<file path="src/rtl/uart_mmio_pkg.sv">
// Shared constants and state encoding for the UART memory-mapped register front end.
package uart_mmio_pkg;

  localparam logic [3:0] DATA_OFF   = 4'h0;
  localparam logic [3:0] STATUS_OFF = 4'h4;
  localparam logic [3:0] CTRL_OFF   = 4'h8;

  localparam int unsigned STAT_RX_READY = 0;
  localparam int unsigned STAT_TX_READY = 1;
  localparam int unsigned STAT_RX_OVF   = 2;
  localparam int unsigned STAT_TX_DROP  = 3;

  localparam int unsigned CTRL_RX_IE = 0;
  localparam int unsigned CTRL_TX_IE = 1;

  localparam int unsigned RX_EMPTY_BIT = 8;

  typedef enum logic [1:0] {
    IDLE,
    TX_WAIT,
    RESP
  } state_t;

  function automatic logic [31:0] status_word(input logic r_ready, input logic w_ready,
                                              input logic r_ovf, input logic tx_drop);
    logic [31:0] w;
    w                = '0;
    w[STAT_RX_READY] = r_ready;
    w[STAT_TX_READY] = w_ready;
    w[STAT_RX_OVF]   = r_ovf;
    w[STAT_TX_DROP]  = tx_drop;
    return w;
  endfunction

endpackage

</file>
<file path="src/rtl/uart_mmio.sv">
// CPU load/store register front end for the UART: DATA/STATUS/CTRL registers,
// single outstanding request, bounded stall on a full TX FIFO.
module uart_mmio
  import uart_mmio_pkg::*;
#(
  parameter int unsigned ADDR_W     = 4,
  parameter int unsigned TX_TIMEOUT = 1024
) (
  input  logic              clk,
  input  logic              rst,
  input  logic              mem_en,
  input  logic              mem_we,
  input  logic [ADDR_W-1:0] mem_addr,
  input  logic [31:0]       mem_wdata,
  output logic [31:0]       mem_rdata,
  output logic              mem_ready,
  input  logic              uart_r_ready,
  input  logic              uart_r_overflow,
  input  logic [7:0]        uart_r_data,
  output logic              uart_r_enable,
  input  logic              uart_w_ready,
  output logic              uart_w_enable,
  output logic [7:0]        uart_w_data,
  output logic              irq
);

  localparam int unsigned CNT_W = (TX_TIMEOUT == 0) ? 1 : $clog2(TX_TIMEOUT + 1);
  localparam logic [CNT_W-1:0] CNT_LAST = (TX_TIMEOUT == 0) ? '0 : CNT_W'(TX_TIMEOUT - 1);

  state_t           state_q, state_d;
  logic [CNT_W-1:0] cnt_q;
  logic             tx_drop_q;
  logic [1:0]       ctrl_q;
  logic [31:0]      rdata_q;
  logic             push_q, pop_q;
  logic [7:0]       wbyte_q;
  logic             irq_q;

  logic [1:0] sel;
  logic       accept, is_data, is_status, is_ctrl;
  logic       tx_push_now, tx_timeout;
  logic       unused_bits;

  assign sel         = mem_addr[3:2];
  assign accept      = (state_q == IDLE) && mem_en;
  assign is_data     = (sel == DATA_OFF[3:2]);
  assign is_status   = (sel == STATUS_OFF[3:2]);
  assign is_ctrl     = (sel == CTRL_OFF[3:2]);
  assign unused_bits = ^{mem_addr[1:0], mem_wdata[31:8]};

  assign mem_rdata   = rdata_q;
  assign uart_w_data = wbyte_q;
  assign irq         = irq_q;

  always_comb begin
    state_d       = state_q;
    tx_push_now   = 1'b0;
    tx_timeout    = 1'b0;
    mem_ready     = 1'b0;
    uart_r_enable = 1'b0;
    uart_w_enable = 1'b0;
    case (state_q)
      IDLE: begin
        if (mem_en) state_d = (mem_we && is_data && !uart_w_ready) ? TX_WAIT : RESP;
      end
      TX_WAIT: begin
        // A push arriving on the final counted cycle takes priority over the drop.
        if (uart_w_ready) begin
          state_d     = RESP;
          tx_push_now = 1'b1;
        end else if ((TX_TIMEOUT != 0) && (cnt_q == CNT_LAST)) begin
          state_d    = RESP;
          tx_timeout = 1'b1;
        end
      end
      RESP: begin
        state_d       = IDLE;
        mem_ready     = 1'b1;
        uart_r_enable = pop_q;
        uart_w_enable = push_q;
      end
      default: state_d = IDLE;
    endcase
  end

  always_ff @(posedge clk) begin
    if (rst) begin
      state_q   <= IDLE;
      cnt_q     <= '0;
      tx_drop_q <= 1'b0;
      ctrl_q    <= '0;
      rdata_q   <= '0;
      push_q    <= 1'b0;
      pop_q     <= 1'b0;
      wbyte_q   <= '0;
      irq_q     <= 1'b0;
    end else begin
      state_q <= state_d;
      irq_q   <= (ctrl_q[CTRL_RX_IE] & uart_r_ready) | (ctrl_q[CTRL_TX_IE] & uart_w_ready)
               | tx_drop_q;
      if (accept) begin
        rdata_q <= '0;
        cnt_q   <= '0;
        push_q  <= mem_we & is_data & uart_w_ready;
        pop_q   <= ~mem_we & is_data & uart_r_ready;
        if (mem_we && is_data) wbyte_q <= mem_wdata[7:0];
        if (!mem_we) begin
          if (is_data)
            rdata_q <= uart_r_ready ? {24'b0, uart_r_data} : (32'd1 << RX_EMPTY_BIT);
          else if (is_status)
            rdata_q <= status_word(uart_r_ready, uart_w_ready, uart_r_overflow, tx_drop_q);
          else if (is_ctrl)
            rdata_q <= {30'b0, ctrl_q};
        end else begin
          if (is_status && mem_wdata[STAT_TX_DROP]) tx_drop_q <= 1'b0;
          if (is_ctrl) ctrl_q <= {mem_wdata[CTRL_TX_IE], mem_wdata[CTRL_RX_IE]};
        end
      end
      if (tx_push_now) push_q <= 1'b1;
      if ((state_q == TX_WAIT) && (state_d == TX_WAIT) && (cnt_q != '1)) cnt_q <= cnt_q + 1'b1;
      // Placed after the STATUS clear so a simultaneous set dominates.
      if (tx_timeout) tx_drop_q <= 1'b1;
    end
  end

endmodule
</file>
<file path="config.mk">
export PLATFORM = sky130hd
export DESIGN_NAME = uart_mmio
export DESIGN_NICKNAME = d
export VERILOG_FILES = /design/src/rtl/uart_mmio_pkg.sv /design/src/rtl/uart_mmio.sv
export SDC_FILE = /design/constraint.sdc
export NUM_CORES = 1
export LEC_CHECK = 0
export CAP_MARGIN = 20
export CORE_MARGIN = 3
export CORE_UTILIZATION = 42
export DETAILED_ROUTE_END_ITERATION = 12
export GPL_TIMING_DRIVEN = 1
export PLACE_DENSITY = 0.91
export SYNTH_ARGS = -nofsm -noshare
export SYNTH_HDL_FRONTEND = slang
export SYNTH_SLANG_ARGS = --single-unit
</file>
<file path="constraint.sdc">
create_clock -name clk -period 5.52 [get_ports clk]
set_input_delay 0.552 -clock clk [delete_from_list [all_inputs] [get_ports clk]]
set_output_delay 0.552 -clock clk [all_outputs]
set_load 0.1 [all_outputs]
</file>
==> flow_summary.toml, run 1 <==
[status]
status = "completed"

[critical_path]
path_delay_family = "buffers and inverters"
crit_required_ps = 4970
cp-start-kind = "flip-flop"
crit_start = "state_q[1]"
criticalPathCategory = "flip-flop to primary output"
crit_path_max_fanout = 6
slowest_delay_ps = 1130
critPathArrivalTime_ps = 2260
regToRegSetupSlack_ps = 3440
crit_buf_inv = 1
end_kind = "primary output"
r2r_end = "cnt_q[5]"
crit_slowest_cell = "clkdlybuf4s50_1"
worst_r2r_path_depth = 5
r2r-start = "cnt_q[0]"
crit_chain = "and2b_1, and2_1, clkdlybuf4s50_1"

[flow_run]
max-cap-violations = 0

[clock_network]
max-clock-path-buffers = 2
postCtsResizedCells = 0
clkLatencyLatePin_ps = 290
cts_buffers = 5
htreeDepth = 2
root_buffer = "clkbuf_8"
clkTransAtPathRegs_ps = 70
cts_hold_buf = 0
clock_sinks = 36
tritoncts = "built"
post_cts_buffers = 0

[power_and_ir_drop]
total_power_uw = 634
leakagePower_uw = 0.000884
vdd_drop_max_uv = 188
powerDensity_nw_per_um2 = 278

[timing]
fin_crit_ps = 2820
rsz0062_at_grt = "no"
setup_slack_ps = 2700
slew_headroom_pct = 31.9
post-route-period-util_pct = 51.0
fmaxAchievable_mhz = 355
hold_viol = 0
fin_worst_skew_ps = 1.78
final-setup-viol-count = 0
worst_pin_slew_ps = 1020
finalSetupTns_ps = 0
slew_violations = 0

[global_route]
grt_usage_pct = 16.1
grt_max_degree = 29
grt_antenna_before_repair = 0
grt_pass1_wl_um = 6490
grt_pass1_vias = 1487
grt-ovfl-total = 0

[routing]
first_pass_iters = 4
vias = 1550
drt-initial-drc-count = 67
wl_um = 3810
wl_per_cell_um = 12.7
drc = 0
antenna_left = 0
viasPerCell = 5.18

[hold_path]
hold_end = "push_q"
hp-start = "push_q"
hold_path_depth = 2
hold_class = "flip-flop to flip-flop"

[floorplanning]
core_area_um2 = 4060
start_util_pct = 44.0
die_h_um = 71.2
die-area_um2 = 5070
die_w_um = 71.2
rows = 23
io_pins = 95

[synth]
seq_area_frac_synth_pct = 40.3
ys_types = 52
synth_seq_cells = 36
syn_inst = 206
synth_area_leader_cell = "dfxtp_1"
syn_avg_cell_area_um2 = 8.67
syn_area_um2 = 1790
async_reset_ff_share_pct = 0
synth_common_cells = "36 x dfxtp_1, 26 x nand2_1, 23 x buf_4, 15 x a21oi_1, 15 x nor2_1"
synth_edf_count = 0
synth_warnings = 0
synth_flop_cell = "dfxtp_1"
yosys-top-cells-area = "dfxtp_1 40%, buf_4 9.7%, nand2_1 5.5%"
synth_top_area_share_pct = 40.3
synth.most_common_cell = "dfxtp_1"

[layout]
nNetsFinal = 300
syn_to_final_growth_pct = 27.8
layout-drive-gt1-share_pct = 6.83
num_antenna_cells = 0
design_area_um2 = 2280

[place]
hpwlAfterDp_um = 2720
gp_congestion = 0.784
post-place-ws_ps = 2800
io_buffers = 45
placed_area_um2 = 2170
-- area by class of cell --
type	count	area (µm²)
Clock buffer	5	68.8
Clock inverter	3	42.5
Fill cell	364	1770
Tap cell	50	62.6
Multi-Input combinational cell	158	931
Inverter	2	7.51
Timing Repair Buffer	45	450
Sequential cell	36	721
-- sequential cells by signal, indices dropped and copies added, names as in the netlist --
name and cells:
cnt_q 11, mem_rdata 9, uart_w_data 8, ctrl_q 2, state_q 2, irq 1
pop_q 1, push_q 1, tx_drop_q 1
-- layer usage --
layer	share of wire [%]	vias to the layer above	GRT usage, %
met2	48	62	26.5
met5	0	-	0
met1	42	709	18.9
li1	-	774	-
met3	8.2	5	5.61
met4	1.8	0	7.10
-- logic make-up (layout without fill, tap and decap cells) --
kind of cell             count (synthesis)  in the layout  synth area share (%)
AND/OR/NAND/NOR                         85             85                  26.3
multiplexers                             3              3                  1.68
flip-flops                              36             36                  40.3
AO/OA/AOI/OAI                           45             45                  18.1
adder cells (fa/ha/maj)                  1              1                 0.700
other                                    1             23                 0.210
XOR/XNOR                                 1              1                 0.490
buffers and inverters                   34             55                  12.2
-- worst max path at each step --
stage / slack (ps) / depth (start not counted) / end
after global placement: 2810 / 5 / cnt_q[9]
after global routing: 2600 / 3 / uart_w_enable
after floorplan: 2900 / 2 / uart_r_enable
final: 2700 / 3 / uart_w_enable
after CTS: 2670 / 3 / uart_w_enable
after detailed placement: 2800 / 5 / cnt_q[7]
-- cells in the final DEF, fill, tap and decap left out, types with 3 or more instances in the layout --
master           instances
clkdlybuf4s50_1         45
a22oi_1                  6
and2_1                   4
nand2_1                 26
and3_1                   6
conb_1                  23
nor3_1                   5
dfxtp_1                 36
nand3_1                  5
a211o_1                  4
o21ai_0                  5
mux2i_1                  3
clkbuf_8                 5
a21oi_1                 15
nor2b_1                  3
nor2_1                  15
-- tightest hold or removal path: cells and delay by family, from the launching register on --
| kind | cells | cell delay, ps |
|---|---|---|
| AND/OR/NAND/NOR | 1 | 50 |
| flip-flops | 1 | 310 |
| AO/OA/AOI/OAI | 1 | 50 |
-- through the flow --
step | util, % | std cells | hold WS, ps
after floorplan | - | 228 | 427
after global routing | 56.3 | 299 | 470
final | 56.3 | 299 | 451
after global placement | 53.5 | 291 | 438
after detailed placement | 53.5 | 291 | 443
after CTS | 56.3 | 299 | 454
-- where the power goes --
group | switching [µW] | internal (µW)
combinational | 110 | 26.9
sequential | 2.76 | 263
clock | 98.0 | 134
Power figures use the tool's default switching activity.
==> run 2: changes to the inputs <==
Settings changed: CORE_UTILIZATION 42 to 39, PLACE_DENSITY 0.91 to 0.86.
Clock period 5.52 ns to 2.9 ns, I/O delays scaled along.
==> run 2 against run 1 <==
Worst setup slack got worse by 1900 ps. Final cell count unchanged. Sequential power increased by 90%. Clock power increased by 64%. Global-route usage decreased by 0.76 points. Core utilization decreased by 3.4 points. Sequential cell count unchanged. First-iteration DRC count increased by 7.5%. Count of clock-buffer cells in the layout increased by 2. Clock skew increased by 3.0 ps. Non-clock buffer count increased by 1. Register-to-register slack got worse by 2600 ps.
==> flow_summary.toml, run 2 (synthesis results as in run 1) <==
[timing]
worst_pin_slew_ps = 596
slew_headroom_pct = 60.3
fmaxAchievable_mhz = 487
final-setup-viol-count = 0
post-route-period-util_pct = 70.9
finalSetupTns_ps = 0
whs_ps = 455
fin_crit_ps = 2060
rsz0062_at_grt = "no"
hold_viol = 0
slew_violations = 0
fin_worst_skew_ps = 4.80

[layout]
layout-drive-gt1-share_pct = 15.3
nNetsFinal = 301
syn_to_final_growth_pct = 24.4
num_antenna_cells = 0
final_common_cell = "dfxtp_1"
largest_register = "cnt_q"
largest_reg_flops = 11
layout_common_cells = "36 x dfxtp_1, 26 x nand2_1, 24 x clkdlybuf4s50_1"

[clock_network]
cts_hold_buf = 0
root_buffer = "clkbuf_8"
tritoncts = "built"
cts_buffers = 5
htreeDepth = 2
max-clock-path-buffers = 2
clock_sinks = 36
post_cts_buffers = 0
postCtsResizedCells = 0
clkLatencyLatePin_ps = 280
clkTransAtPathRegs_ps = 70

[power_and_ir_drop]
power.switching_uw = 385
seqPwrFrac_pct = 44.1
combinationalPowerShare_pct = 22.7
vdd_drop_max_uv = 207
p_int_uw = 762
leakagePower_uw = 0.000927
powerDensity_nw_per_um2 = 516
switching_share_pct = 33.6
clkPwrFrac_pct = 33.1

[routing]
wl_um = 3980
drt-initial-drc-count = 72
antenna_left = 0
first_pass_iters = 4
drc = 0
wl_per_cell_um = 13.3
viasPerCell = 5.28
vias = 1578

[critical_path]
regToRegSetupSlack_ps = 840
criticalPathCategory = "flip-flop to flip-flop"
r2r-start = "cnt_q[0]"
critPathArrivalTime_ps = 2230
end_kind = "flip-flop"
crit_required_ps = 3070
r2r_end = "cnt_q[4]"
cp-start-kind = "flip-flop"
worst_r2r_path_depth = 5
crit_path_max_fanout = 11
crit_end = "cnt_q[4]"
crit_start = "cnt_q[0]"

[place]
gp_congestion = 0.795
io_buffers = 45
hpwlAfterDp_um = 2940

[hold_path]
hold_class = "flip-flop to flip-flop"
hp-start = "uart_w_data[3]"

[floorplanning]
rows = 23
io_pins = 95
core_area_um2 = 4200
die_h_um = 73.7
start_util_pct = 42.5
die-area_um2 = 5430
die_w_um = 73.7

[global_route]
grt-ovfl-total = 0
grt_pass1_wl_um = 6560
grt_max_degree = 20
grt_antenna_before_repair = 0
grt_usage_pct = 15.4
grt_pass1_vias = 1458

[flow_run]
max-cap-violations = 0

[status]
status = "completed"
[run 2: cell count changes in the layout (fill, tap and decap cells not counted)]
cell,change
clkbuf_8,+2
clkinv_2,-1
bufinv_16,-1
clkdlybuf4s50_1,-21
buf_4,+22
clkinvlp_4,-1
[run 2: worst min path at each step]
stage	to	slack, ps	depth (start not counted)
5_1_grt	uart_w_data[3]	470	2
2_1_floorplan	uart_w_data[0]	430	2
6_report	uart_w_data[3]	450	2
3_3_place_gp	mem_rdata[8]	440	2
4_1_cts	uart_w_data[3]	460	2
3_5_place_dp	uart_w_data[3]	450	2
[run 2: worst max-delay path: stages, from the launching register on]
cell and delay, ps:
dfxtp_1 390, ha_1 210, nand3_1 320, o311ai_2 650, nor3_1 90, a211o_1 290
[run 2: area by class of cell]
class	count	area [µm²]
multi-input cells	158	931
flip-flops and latches	36	721
clock buffers	7	96.3
inverters	2	7.51
repair buffers	46	405
well taps	50	62.6
fillers	401	1980
[run 2: through the flow]
| step | setup WS [ps] | util (%) | std cells | cell area [µm²] | power (µW) |
|---|---|---|---|---|---|
| floorplan | 540 | - | 228 | 1870 | 746 |
| global placement | 711 | 50.6 | 292 | 2130 | 774 |
| detailed placement | 671 | 50.6 | 292 | 2130 | 777 |
| CTS | 859 | 52.9 | 299 | 2220 | 1160 |
| global route | 581 | 52.9 | 299 | 2220 | 1180 |
| finish | 845 | 52.9 | 299 | 2220 | 1150 |
[run 2: power by group through the flow]
stage	clock network, µW	registers (µW)	logic (µW)
after floorplan	0	545	201
after global routing	404	506	271
after global placement	0	517	257
after CTS	391	506	261
final	380	506	261
after detailed placement	0	517	260
[run 2: routing by layer]
metal  GRT usage, %  share of wire [%]
met3           4.51                7.7
met5              0                  0
met2           26.7                 48
met1           17.7                 43
met4           5.63                1.8
